## src/rtl/apb_ctrl_pkg.sv

```systemverilog
// Shared types, default widths and width helper for the APB master arbiter.
package apb_ctrl_pkg;

  typedef enum logic [1:0] {IDLE, SETUP, ACCESS} apb_ctrl_state_t;

  localparam int unsigned APB_ADDR_W = 16;
  localparam int unsigned APB_DATA_W = 32;

  // Index width for n items, never less than 1 bit.
  function automatic int unsigned clog2(input int unsigned n);
    clog2 = 1;
    for (int unsigned i = 1; i < 32; i++) begin
      if ((32'd1 << i) < n) clog2 = i + 1;
    end
  endfunction

endpackage

```

## src/rtl/rr_arbiter.sv

```systemverilog
// Combinational round-robin picker: first requester at or above i_ptr, wrapping modulo N.
module rr_arbiter
  import apb_ctrl_pkg::*;
#(
  parameter int unsigned N  = 4,
  parameter int unsigned IW = clog2(N)
) (
  input  logic [N-1:0]  i_req,
  input  logic [IW-1:0] i_ptr,
  output logic [N-1:0]  o_gnt,
  output logic [IW-1:0] o_idx
);

  logic          w_found;
  logic [IW-1:0] w_j;

  always_comb begin
    o_gnt   = '0;
    o_idx   = '0;
    w_found = 1'b0;
    w_j     = '0;
    for (int unsigned k = 0; k < N; k++) begin
      w_j = IW'((32'(i_ptr) + k) % N);
      if (!w_found && i_req[w_j]) begin
        w_found    = 1'b1;
        o_gnt[w_j] = 1'b1;
        o_idx      = w_j;
      end
    end
  end

endmodule

```

## src/rtl/apb_master_arbiter.sv

```systemverilog
// Round-robin arbiter sharing one APB master port among NREQ requesters.
// Optional ACCESS-phase abort counter enabled by defining APB_TIMEOUT_EN.
module apb_master_arbiter
  import apb_ctrl_pkg::*;
#(
  parameter int unsigned NREQ           = 4,
  parameter int unsigned ADDR_W         = APB_ADDR_W,
  parameter int unsigned DATA_W         = APB_DATA_W,
  parameter int unsigned TIMEOUT_CYCLES = 16
) (
  input  logic                     i_clk,
  input  logic                     i_reset,
  input  logic [NREQ-1:0]          i_req_valid,
  input  logic [NREQ-1:0]          i_req_write,
  input  logic [NREQ*ADDR_W-1:0]   i_req_addr,
  input  logic [NREQ*DATA_W-1:0]   i_req_wdata,
  output logic [NREQ-1:0]          o_req_ready,
  output logic [NREQ-1:0]          o_rsp_valid,
  output logic [DATA_W-1:0]        o_rsp_rdata,
  output logic                     o_rsp_err,
  output logic                     o_psel,
  output logic                     o_penable,
  output logic                     o_pwrite,
  output logic [ADDR_W-1:0]        o_paddr,
  output logic [DATA_W-1:0]        o_pwdata,
  input  logic [DATA_W-1:0]        i_prdata,
  input  logic                     i_pready
);

  localparam int unsigned IW = clog2(NREQ);

  if (NREQ < 2 || NREQ > 8 || TIMEOUT_CYCLES < 2) begin : g_bad_param
    $error("apb_master_arbiter: NREQ must be 2..8 and TIMEOUT_CYCLES at least 2");
  end

  apb_ctrl_state_t   r_state;
  logic [IW-1:0]     r_ptr;
  logic [IW-1:0]     r_grant;
  logic              r_write;
  logic [ADDR_W-1:0] r_addr;
  logic [DATA_W-1:0] r_wdata;
  logic [NREQ-1:0]   r_rsp_valid;
  logic [DATA_W-1:0] r_rsp_rdata;
  logic              r_psel;
  logic              r_penable;

  logic [NREQ-1:0]   w_gnt;
  logic [IW-1:0]     w_idx;
  logic              w_sel_write;
  logic [ADDR_W-1:0] w_sel_addr;
  logic [DATA_W-1:0] w_sel_wdata;

  rr_arbiter #(
    .N  (NREQ),
    .IW (IW)
  ) u_rr_arbiter (
    .i_req (i_req_valid),
    .i_ptr (r_ptr),
    .o_gnt (w_gnt),
    .o_idx (w_idx)
  );

  // Constant-index mux keeps the flattened request fields free of variable slicing.
  always_comb begin
    w_sel_write = 1'b0;
    w_sel_addr  = '0;
    w_sel_wdata = '0;
    for (int unsigned i = 0; i < NREQ; i++) begin
      if (w_idx == IW'(i)) begin
        w_sel_write = i_req_write[i];
        w_sel_addr  = i_req_addr[i*ADDR_W +: ADDR_W];
        w_sel_wdata = i_req_wdata[i*DATA_W +: DATA_W];
      end
    end
  end

  assign o_req_ready = (r_state == IDLE) ? (w_gnt & i_req_valid) : '0;
  assign o_rsp_valid = r_rsp_valid;
  assign o_rsp_rdata = r_rsp_rdata;
  assign o_psel      = r_psel;
  assign o_penable   = r_penable;
  assign o_pwrite    = r_write;
  assign o_paddr     = r_addr;
  assign o_pwdata    = r_wdata;

`ifdef APB_TIMEOUT_EN
  localparam int unsigned TW = clog2(TIMEOUT_CYCLES);
  logic [TW-1:0] r_tcnt;
  logic          r_rsp_err;
  assign o_rsp_err = r_rsp_err;
`else
  assign o_rsp_err = 1'b0;
`endif

  always_ff @(posedge i_clk or posedge i_reset) begin
    if (i_reset) begin
      r_state     <= IDLE;
      r_ptr       <= '0;
      r_grant     <= '0;
      r_write     <= 1'b0;
      r_addr      <= '0;
      r_wdata     <= '0;
      r_rsp_valid <= '0;
      r_rsp_rdata <= '0;
      r_psel      <= 1'b0;
      r_penable   <= 1'b0;
`ifdef APB_TIMEOUT_EN
      r_tcnt      <= '0;
      r_rsp_err   <= 1'b0;
`endif
    end else begin
      r_rsp_valid <= '0;
      unique case (r_state)
        IDLE: begin
          if (|w_gnt) begin
            r_write <= w_sel_write;
            r_addr  <= w_sel_addr;
            r_wdata <= w_sel_wdata;
            r_grant <= w_idx;
            r_ptr   <= (32'(w_idx) == NREQ - 1) ? '0 : w_idx + IW'(1);
            r_psel  <= 1'b1;
            r_state <= SETUP;
          end
        end
        SETUP: begin
          r_penable <= 1'b1;
          r_state   <= ACCESS;
`ifdef APB_TIMEOUT_EN
          r_tcnt    <= '0;
`endif
        end
        ACCESS: begin
          if (i_pready) begin
            r_rsp_rdata          <= r_write ? '0 : i_prdata;
            r_rsp_valid[r_grant] <= 1'b1;
            r_psel               <= 1'b0;
            r_penable            <= 1'b0;
            r_state              <= IDLE;
`ifdef APB_TIMEOUT_EN
            r_rsp_err            <= 1'b0;
          end else if (r_tcnt == TW'(TIMEOUT_CYCLES - 1)) begin
            r_rsp_rdata          <= '0;
            r_rsp_err            <= 1'b1;
            r_rsp_valid[r_grant] <= 1'b1;
            r_psel               <= 1'b0;
            r_penable            <= 1'b0;
            r_state              <= IDLE;
          end else begin
            r_tcnt               <= r_tcnt + TW'(1);
`endif
          end
        end
        default: r_state <= IDLE;
      endcase
    end
  end

endmodule

```

## config.mk

```make
export PLATFORM = sky130hd
export DESIGN_NAME = apb_master_arbiter
export DESIGN_NICKNAME = d
export VERILOG_FILES = /design/src/rtl/apb_ctrl_pkg.sv /design/src/rtl/rr_arbiter.sv /design/src/rtl/apb_master_arbiter.sv
export SDC_FILE = /design/constraint.sdc
export NUM_CORES = 1
export LEC_CHECK = 0
export CORE_ASPECT_RATIO = 0.7
export CORE_MARGIN = 4
export CORE_UTILIZATION = 25
export DETAILED_ROUTE_END_ITERATION = 7
export PLACE_DENSITY = 0.6
export SYNTH_ARGS = -nofsm -noshare
export SYNTH_HDL_FRONTEND = slang
export SYNTH_HIERARCHICAL = 1
export SYNTH_SLANG_ARGS = --single-unit
```

## constraint.sdc

```tcl
create_clock -name i_clk -period 3.95 [get_ports i_clk]
set_input_delay 1.185 -clock i_clk [delete_from_list [all_inputs] [get_ports i_clk]]
set_output_delay 1.185 -clock i_clk [all_outputs]
set_load 0.005 [all_outputs]
```

==> results.yml, run 1 <==
drt:
  ant_nets: 0
  dr.pass1.iters: 4
  vias_per_cell: 4.95
  num_vias: 5980
  wl_per_cell_um: 19.7
  drt-total-wl_mm: 23.8
  drc: 0
  drt_iter0_drc: 236
floorplanning:
  rows: 44
  die_x_um: 184
  core_sq_mm: 0.0210
  pin_count: 327
  start_util_pct: 25.8
  die-area_sq_mm: 0.0241
  dieHeight_um: 131
min_path:
  hp-class: "flip-flop to flip-flop"
  min_from: "o_rsp_rdata[27]"
pwr:
  power.total_w: 0.0103
  swShare_pct: 44.2
  p_leak_nw: 3.99
  internal_power_w: 0.00573
  clock_power_share_pct: 9.0
  pwr_density_cell_mw_per_mm2: 1040
  switchingPower_w: 0.00454
  seq_power_share_pct: 16.3
  ir_drop_v: 0.000472
  power_frac_comb_pct: 74.7
worst_setup_path:
  cpPeakStageDelay_ns: 0.58
  cp_slowest_cell: "mux4_2"
  worstPathCellList: "buf_8 > mux4_2 > buf_6 > a221oi_4 > o2bb2ai_2 > and3_1 > buf_2"
  cp-startpoint: "i_req_valid[2]"
  startpoint_type: "input port"
  cp_data_required_time_ns: 2.76
  cp_data_arrival_time_ns: 2.75
  r2r-start: "r_ptr[0]"
  worstSetupEndpointType: "output port"
  cp_max_fo: 5
  path_class: "input port to output port"
synth:
  async_flop_share_pct: 100
  synth_cells: 580
  synth_area_sq_mm: 0.00542
  ys_seq_area_share_pct: 42.9
  synth_mux_area_share_pct: 2.52
  synth_nets: 824
  ys.flop_type: "dfrtp_1"
  avgSynthCellArea_sq_um: 9.35
  synthAdderAreaFrac_pct: 2.08
  synthTopCellsByArea: "dfrtp_1 43%, a221oi_1 8.6%, o21ai_0 7.9%"
  post_synth_num_cell_types: 40
  synth_area_leader_cell: "dfrtp_1"
  yosys_warnings: 6
  ys_seq_elements: 93
  synth_compound_area_share_pct: 30.8
  synth_xor_area_share_pct: 0
  synth_top_area_share_pct: 42.9
  synth_top_family_by_area: "compound AO/OA/AOI/OAI gates"
  yosys.area_share.simple_pct: 15.9
  synth_edf_count: 0
cts:
  clock_sinks: 93
  h-tree-depth: 3
  cts_root_buffer: "clkbuf_16"
  cts_buffer_depth: 2
  clock_latency_ns: 0.34
  hold_buffers: 0
  path_clk_slew_ns: 0.07
  cts_buffers: 9
  cts_tree: "built"
outcome:
  outcome: "complete, no violations"
placement:
  place_congestion: 0.819
  hpwl_mm: 18.0
  portBuffers: 325
global_routing:
  grt_pass1_wl_mm: 36.6
  grt_max_degree: 70
  grt_pass1_vias: 6085
  grt.total_usage_pct: 19.0
  antenna_found_initial: 0
  grt_overflow: 0
final_layout:
  layout-drive-gt1-share_pct: 13.7
  nets: 1171
  fillCellCount: 2019
  synthToLayoutAreaGrowth_pct: 82.8
  multi_input_area_sq_mm: 0.00292
  antenna_cells: 0
  seq_area_sq_mm: 0.00233
sta:
  skew_ns: 0.00846
  slew_headroom_pct: 31.9
  rsz0062_at_grt: "true"
  period_share_pct: 99.6
  finalSetupViolations: 0
  drv_slew: 0
  layout_min_cycle_time_ns: 3.93
  max_freq_mhz: 254
  setup_tns_ns: 0
  finalHoldViolations: 0
  worstMarginPinSlew_ns: 1.02
run:
  drv_cap: 0
-- cell usage in the layout, fill, tap and decap left out, types with 14 or more instances in the layout --
| cell | n |
|---|---|
| nand2b_1 | 33 |
| dfrtp_1 | 93 |
| buf_12 | 14 |
| o21ai_0 | 86 |
| o22ai_1 | 48 |
| nand2_1 | 40 |
| buf_4 | 55 |
| clkdlybuf4s50_1 | 317 |
| a221oi_1 | 45 |
| nor2b_1 | 50 |
| o31ai_1 | 50 |
-- sequential cells by signal, indices dropped and copies added, names as in the netlist --
name         cells
r_state          2
o_paddr         16
o_rsp_rdata     32
o_psel           1
o_penable        1
o_rsp_valid      4
r_ptr            2
o_pwrite         1
r_grant          2
o_pwdata        32
-- per-stage QoR --
stage	util [%]	area (sq um)	cells	setup WS (ns)	hold slack (ns)
global placement	44.8	9420	1184	-0.714	0.462
CTS	46.7	9820	1208	0.00204	0.486
floorplan	-	5420	580	0.203	0.452
finish	47.1	9910	1208	0.0157	0.480
global route	47.1	9910	1208	-0.0328	0.498
detailed placement	44.8	9420	1184	-0.739	0.470
-- worst max-delay path: cells and delay by family --
| kind | cells | cell delay, ns |
|---|---|---|
| AOI/OAI and AO/OA | 2 | 0.39 |
| muxes | 1 | 0.58 |
| and+or+nand+nor | 1 | 0.17 |
| buffers and inverters | 3 | 0.41 |
-- kinds of logic (layout without fill, tap and decap cells) --
| kind of cell | count (synthesis) | in the layout |
|---|---|---|
| AO/OA/AOI/OAI | 249 | 249 |
| adder cells (fa/ha/maj) | 9 | 9 |
| buffers and inverters | 71 | 423 |
| flip-flops | 93 | 93 |
| multiplexers | 8 | 8 |
| other | 1 | 1 |
| AND/OR/NAND/NOR | 149 | 149 |
-- synth_stat cells, types with 4 or more instances --
master	number
dfrtp_1	93
o21ai_0	86
a221oi_1	53
nor2b_1	50
o31ai_1	50
o22ai_1	48
nand2_1	40
clkbuf_1	38
nand2b_1	35
buf_2	14
ha_1	9
inv_1	9
and3_1	5
buf_4	5
nor2_1	5
o2bb2ai_1	5
mux4_2	4
-- metal layers --
layer / vias up / part of all wire [%] / global-route usage, %
met5: - / 0 / 0
met4: 0 / 1.1 / 3.49
met3: 19 / 6.6 / 4.31
met2: 191 / 48 / 31.5
met1: 2894 / 45 / 25.7
li1: 2876 / - / -
-- power groups by stage --
stage          logic [W]  registers [W]  clock network, W
6_report         0.00767        0.00167          0.000924
4_1_cts          0.00758        0.00168          0.000961
5_1_grt          0.00839        0.00174          0.000997
3_5_place_dp     0.00743        0.00169                 0
3_3_place_gp     0.00738        0.00167                 0
2_1_floorplan    0.00373        0.00173                 0
-- path summary, 6_finish.rpt --
| kind | to | slack (ns) | cells past startpoint |
|---|---|---|---|
| worst max register to register | o_pwdata[2] | 0.46 | 16 |
| worst min-delay path | o_rsp_rdata[27] | 0.48 | 2 |
| worst min register to register | o_rsp_rdata[27] | 0.48 | 2 |
| min in group asynchronous | o_paddr[6] | 1.23 | 2 |
| worst max-delay path | o_req_ready[0] | 0.02 | 7 |
| max in group asynchronous | r_ptr[1] | 2.07 | 3 |
-- timing repair --
item	CTS	global route
hold endpoints to repair	0	0
buffers inserted	8	0
pin swaps	12	9
setup endpoints to repair	4	13
cloned	0	0
resized for setup	40	20
-- area by class of cell --
| type | instances | share of cell area, % |
|---|---|---|
| sequential | 93 | 23.5 |
| inverter | 10 | 0.404 |
| timing repair buffer | 397 | 40.1 |
| clock inverter | 6 | 0.695 |
| clock buffer | 10 | 2.41 |
| multi-input combinational | 416 | 29.5 |
| tap | 276 | 3.49 |
Note: power is estimated with default switching activity, not from simulation.
==> run 2, diff against run 1 <==
CORE_MARGIN = not set   (was 4)
DONT_BUFFER_PORTS = 1   (was not set)
PLACE_DENSITY = 0.4   (was 0.6)
==> results.yml, run 2 (synthesis results as in run 1) <==
outcome:
  outcome: "complete, no violations"
global_routing:
  grt_max_degree: 94
  grt_pass1_vias: 4491
  antenna_found_initial: 1
  grt_overflow: 0
  grt.total_usage_pct: 15.5
  grt_pass1_wl_mm: 26.6
drt:
  ant_nets: 0
  highest_layer: "met4"
  drt-total-wl_mm: 17.8
  vias_per_cell: 5.54
  num_vias: 4585
  drc: 0
  wl_per_cell_um: 21.5
  drt-met1-wl_mm: 7.62
  dr.pass1.iters: 4
  met2_length_mm: 8.81
  dr_wl_met3_mm: 1.17
  drt_iter0_drc: 213
floorplanning:
  core_sq_mm: 0.0210
  start_util_pct: 25.8
  pin_count: 327
  die_x_um: 178
  die-area_sq_mm: 0.0223
  dieHeight_um: 125
  rows: 44
cts:
  h-tree-depth: 3
  cts_buffer_depth: 2
  clock_sinks: 93
  cts_root_buffer: "clkbuf_16"
  cts_tree: "built"
  path_clk_slew_ns: 0.07
  cts_setup_buffers: 0
  cts_buffers: 9
  clock_latency_ns: 0.35
final_layout:
  fin_cells: 828
  nets: 790
  layout-drive-gt1-share_pct: 9.44
  synthToLayoutAreaGrowth_pct: 11.9
  final_common_cell: "dfrtp_1"
  layout_common_cells: "93 x dfrtp_1, 86 x o21ai_0, 53 x a221oi_1"
sta:
  layout_min_cycle_time_ns: 3.85
  finalSetupViolations: 0
  period_share_pct: 97.5
  drv_slew: 0
  skew_ns: 0.00801
  worstMarginPinSlew_ns: 0.574
  finalHoldViolations: 0
  setup_tns_ns: 0
  whs_ns: 0.511
  max_freq_mhz: 260
  slew_headroom_pct: 61.7
placement:
  place_congestion: 0.828
  dp_cells: 811
  hpwl_mm: 12.8
  portBuffers: 0
pwr:
  p_leak_nw: 2.38
  ir_drop_v: 0.00109
  pwr_density_cell_mw_per_mm2: 1280
min_path:
  whs_path_depth: 2
  hp-class: "flip-flop to flip-flop"
  min_from: "o_rsp_rdata[7]"
worst_setup_path:
  cp_data_arrival_time_ns: 2.67
  cp_max_fo: 8
  cp_data_required_time_ns: 2.76
  worstSetupEndpointType: "output port"
  r2r-start: "r_ptr[0]"
  rr_worst_depth: 12
  cp-startpoint: "i_req_valid[2]"
  path_class: "input port to output port"
  startpoint_type: "input port"
run:
  drv_cap: 0
## run 2: changes by cell type in the layout (fill, tap and decap cells not counted), moves of 3 or more
| cell | change |
|---|---|
| buf_12 | -8 |
| a221oi_1 | +8 |
| clkdlybuf4s50_1 | -317 |
| buf_4 | -45 |
| a221oi_2 | -5 |
| a221oi_4 | -3 |
| buf_6 | -6 |
| buf_2 | -4 |
## run 2: cell type report
| cell class | count | area, sq um |
|---|---|---|
| sequential | 93 | 2330 |
| inverter | 10 | 40.0 |
| fill | 2210 | 14900 |
| antenna | 1 | 2.50 |
| clock inverter | 6 | 93.8 |
| multi-input combinational | 416 | 2820 |
| tap | 276 | 345 |
| timing repair buffer | 16 | 195 |
| clock buffer | 10 | 239 |
## run 2: stage by stage
step                      setup slack, ns  util (%)  instance area [sq um]  power [W]
final                              0.0973      28.9                   6060    0.00776
after floorplan                     0.203         -                   5420    0.00546
after global placement              0.144      27.2                   5710    0.00675
after global routing            -0.000597      28.9                   6060    0.00846
after CTS                          0.0764      28.8                   6040    0.00785
after detailed placement           0.0778      27.2                   5710    0.00684
## run 2: metal layers
| layer | global-route usage, % | vias up |
|---|---|---|
| met5 | 0 | - |
| met4 | 4.17 | 0 |
| met3 | 4.01 | 13 |
| met2 | 26.4 | 193 |
| met1 | 19.2 | 2255 |
| li1 | - | 2124 |
## run 2: final timing paths
kind	to	slack, ns
min	o_rsp_rdata[7]	0.51
max in group asynchronous	o_paddr[15]	2.69
min in group asynchronous	o_paddr[8]	0.83
max reg2reg	o_paddr[11]	0.66
max	o_req_ready[2]	0.1
min reg2reg	o_rsp_rdata[7]	0.51
## run 2: timing repair
action | in CTS | in global routing
hold buffers | 0 | 0
resized for setup | 0 | 3
endpoints found under the setup margin | 0 | 3
## run 2: power breakdown
group | total [W] | internal (W) | leakage [nW] | switching [W]
Sequential | 0.00183 | 0.00145 | 1.17 | 0.000379
Clock | 0.000980 | 0.000578 | 0.160 | 0.000402
Combinational | 0.00495 | 0.00191 | 1.05 | 0.00305
## run 2: critical path: stages
cell and delay (ns):
mux4_2 0.59, nor2b_4 0.24, a221oi_1 0.11, o2bb2ai_1 0.31, and3_1 0.23
==> run 3, diff against run 2 <==
--- a/config.mk
+++ b/config.mk
@@ -11,3 +11,4 @@
 export DONT_BUFFER_PORTS = 1
-export PLACE_DENSITY = 0.4
+export HOLD_SLACK_MARGIN = 0.05
+export PLACE_DENSITY = 0.44
 export SYNTH_ARGS = -nofsm -noshare
--- a/constraint.sdc
+++ b/constraint.sdc
@@ -3,2 +3,2 @@
 set_output_delay 1.185 -clock i_clk [all_outputs]
-set_load 0.005 [all_outputs]
+set_load 0.02 [all_outputs]
==> results.yml, run 3 (synthesis results as in run 1) <==
worst_setup_path:
  crit_buf_inv: 0
  worstSetupEndpointType: "output port"
  cpPeakStageDelay_ns: 0.49
  startpoint_type: "input port"
  cp_slowest_cell: "mux4_2"
  crit_family: "simple AND/OR/NAND/NOR gates"
  cp_data_required_time_ns: 2.76
  path_class: "input port to output port"
  worstPathCellList: "mux4_2 > nand2b_4 > nor3_4 > o2bb2ai_1 > and3_1"
  cp_max_fo: 8
  cp_data_arrival_time_ns: 2.71
  r2r_slack_ns: 0.48
drt:
  met2_length_mm: 8.77
  drt-total-wl_mm: 18.1
  drt-met1-wl_mm: 7.90
  drc: 0
  dr.pass1.iters: 5
  highest_layer: "met4"
  ant_nets: 0
  dr_wl_met3_mm: 1.26
  num_vias: 4609
  wl_per_cell_um: 21.8
  vias_per_cell: 5.56
  drt_iter0_drc: 371
floorplanning:
  core_sq_mm: 0.0210
  start_util_pct: 25.8
  pin_count: 327
  rows: 44
  die_x_um: 178
  die-area_sq_mm: 0.0223
  dieHeight_um: 125
sta:
  max_freq_mhz: 257
  worstMarginPinSlew_ns: 1.14
  setup_tns_ns: 0
  layout_min_cycle_time_ns: 3.90
  drv_slew: 0
  skew_ns: 0.00759
  period_share_pct: 98.7
  finalHoldViolations: 0
  slew_headroom_pct: 23.6
  rsz0062_at_grt: "false"
  finalSetupViolations: 0
final_layout:
  finalInstanceArea_sq_mm: 0.00603
  fillCellCount: 2227
  synthToLayoutAreaGrowth_pct: 11.2
  seq_area_sq_mm: 0.00233
  final_core_util_pct: 28.7
  layout_common_cells: "93 x dfrtp_1, 86 x o21ai_0, 53 x a221oi_1"
  nets: 793
  antenna_cells: 0
  layout-drive-gt1-share_pct: 9.76
  final_common_cell: "dfrtp_1"
  multi_input_area_sq_mm: 0.00281
cts:
  clock_sinks: 93
  cts_resized: 0
  clock_latency_ns: 0.34
  cts_buffer_depth: 2
  cts_setup_buffers: 0
  cts_tree: "built"
  h-tree-depth: 3
  hold_buffers: 0
  cts_root_buffer: "clkbuf_16"
  cts_buffers: 9
  path_clk_slew_ns: 0.06
placement:
  portBuffers: 0
  place_congestion: 0.857
  placed_area_sq_mm: 0.00576
  hpwl_mm: 13.2
outcome:
  outcome: "complete, no violations"
global_routing:
  grt.total_usage_pct: 15.9
  grt_pass1_wl_mm: 27.1
  grt_overflow: 0
  grt_pass1_vias: 4559
  antenna_found_initial: 0
  grt_max_degree: 94
pwr:
  power.total_w: 0.00825
  ir_drop_v: 0.000888
  pwr_density_cell_mw_per_mm2: 1370
  p_leak_nw: 2.36
min_path:
  hp-class: "flip-flop to flip-flop"
run:
  drv_cap: 0
==> run 3: cell count changes in the layout (fill, tap and decap cells not counted), moves of 2 or more <==
cell | previous run | this run
o2bb2ai_2 | 3 | 0
bufinv_16 | 2 | 0
buf_12 | 6 | 8
and3_1 | 5 | 2
o2bb2ai_1 | 2 | 5
and3_2 | 0 | 3
==> run 3: area by class of cell <==
class                      count  share of cell area (%)
timing repair buffer          19                    4.03
clock buffer                  10                    3.80
multi-input combinational    416                    46.6
tap                          276                    5.73
inverter                      10                   0.664
sequential                    93                    38.6
clock inverter                 5                   0.623
==> run 3: through the flow <==
stage | hold WS [ns] | std cells | setup WS, ns
4_1_cts | 0.488 | 829 | 0.0599
6_report | 0.487 | 829 | 0.0519
2_1_floorplan | 0.452 | 580 | 0.167
3_5_place_dp | 0.475 | 814 | 0.0334
5_1_grt | 0.538 | 829 | 0.00927
3_3_place_gp | 0.478 | 814 | 0.115
==> run 3: where the power goes <==
group          switching [W]  total, W  internal (W)
clock network       0.000376  0.000802      0.000426
registers           0.000856   0.00230       0.00144
logic                0.00314   0.00515       0.00201
total                0.00437   0.00825       0.00389
==> run 3: worst paths after layout <==
kind / from / to / cells past startpoint
worst max-delay path: i_req_valid[1] / o_req_ready[3] / 5
worst min-delay path: r_grant[0] / o_rsp_valid[2] / 1
worst max register to register: r_ptr[0] / o_paddr[14] / 11
worst min register to register: r_grant[0] / o_rsp_valid[2] / 1
max in group asynchronous: i_reset / o_paddr[1] / 2
min in group asynchronous: i_reset / o_rsp_rdata[8] / 2
==> run 3: routing by layer <==
| layer | vias to the layer above | track usage, % |
|---|---|---|
| met2 | 214 | 26.1 |
| met3 | 8 | 4.26 |
| met1 | 2262 | 20.9 |
| li1 | 2125 | - |
| met4 | 0 | 3.07 |
| met5 | - | 0 |
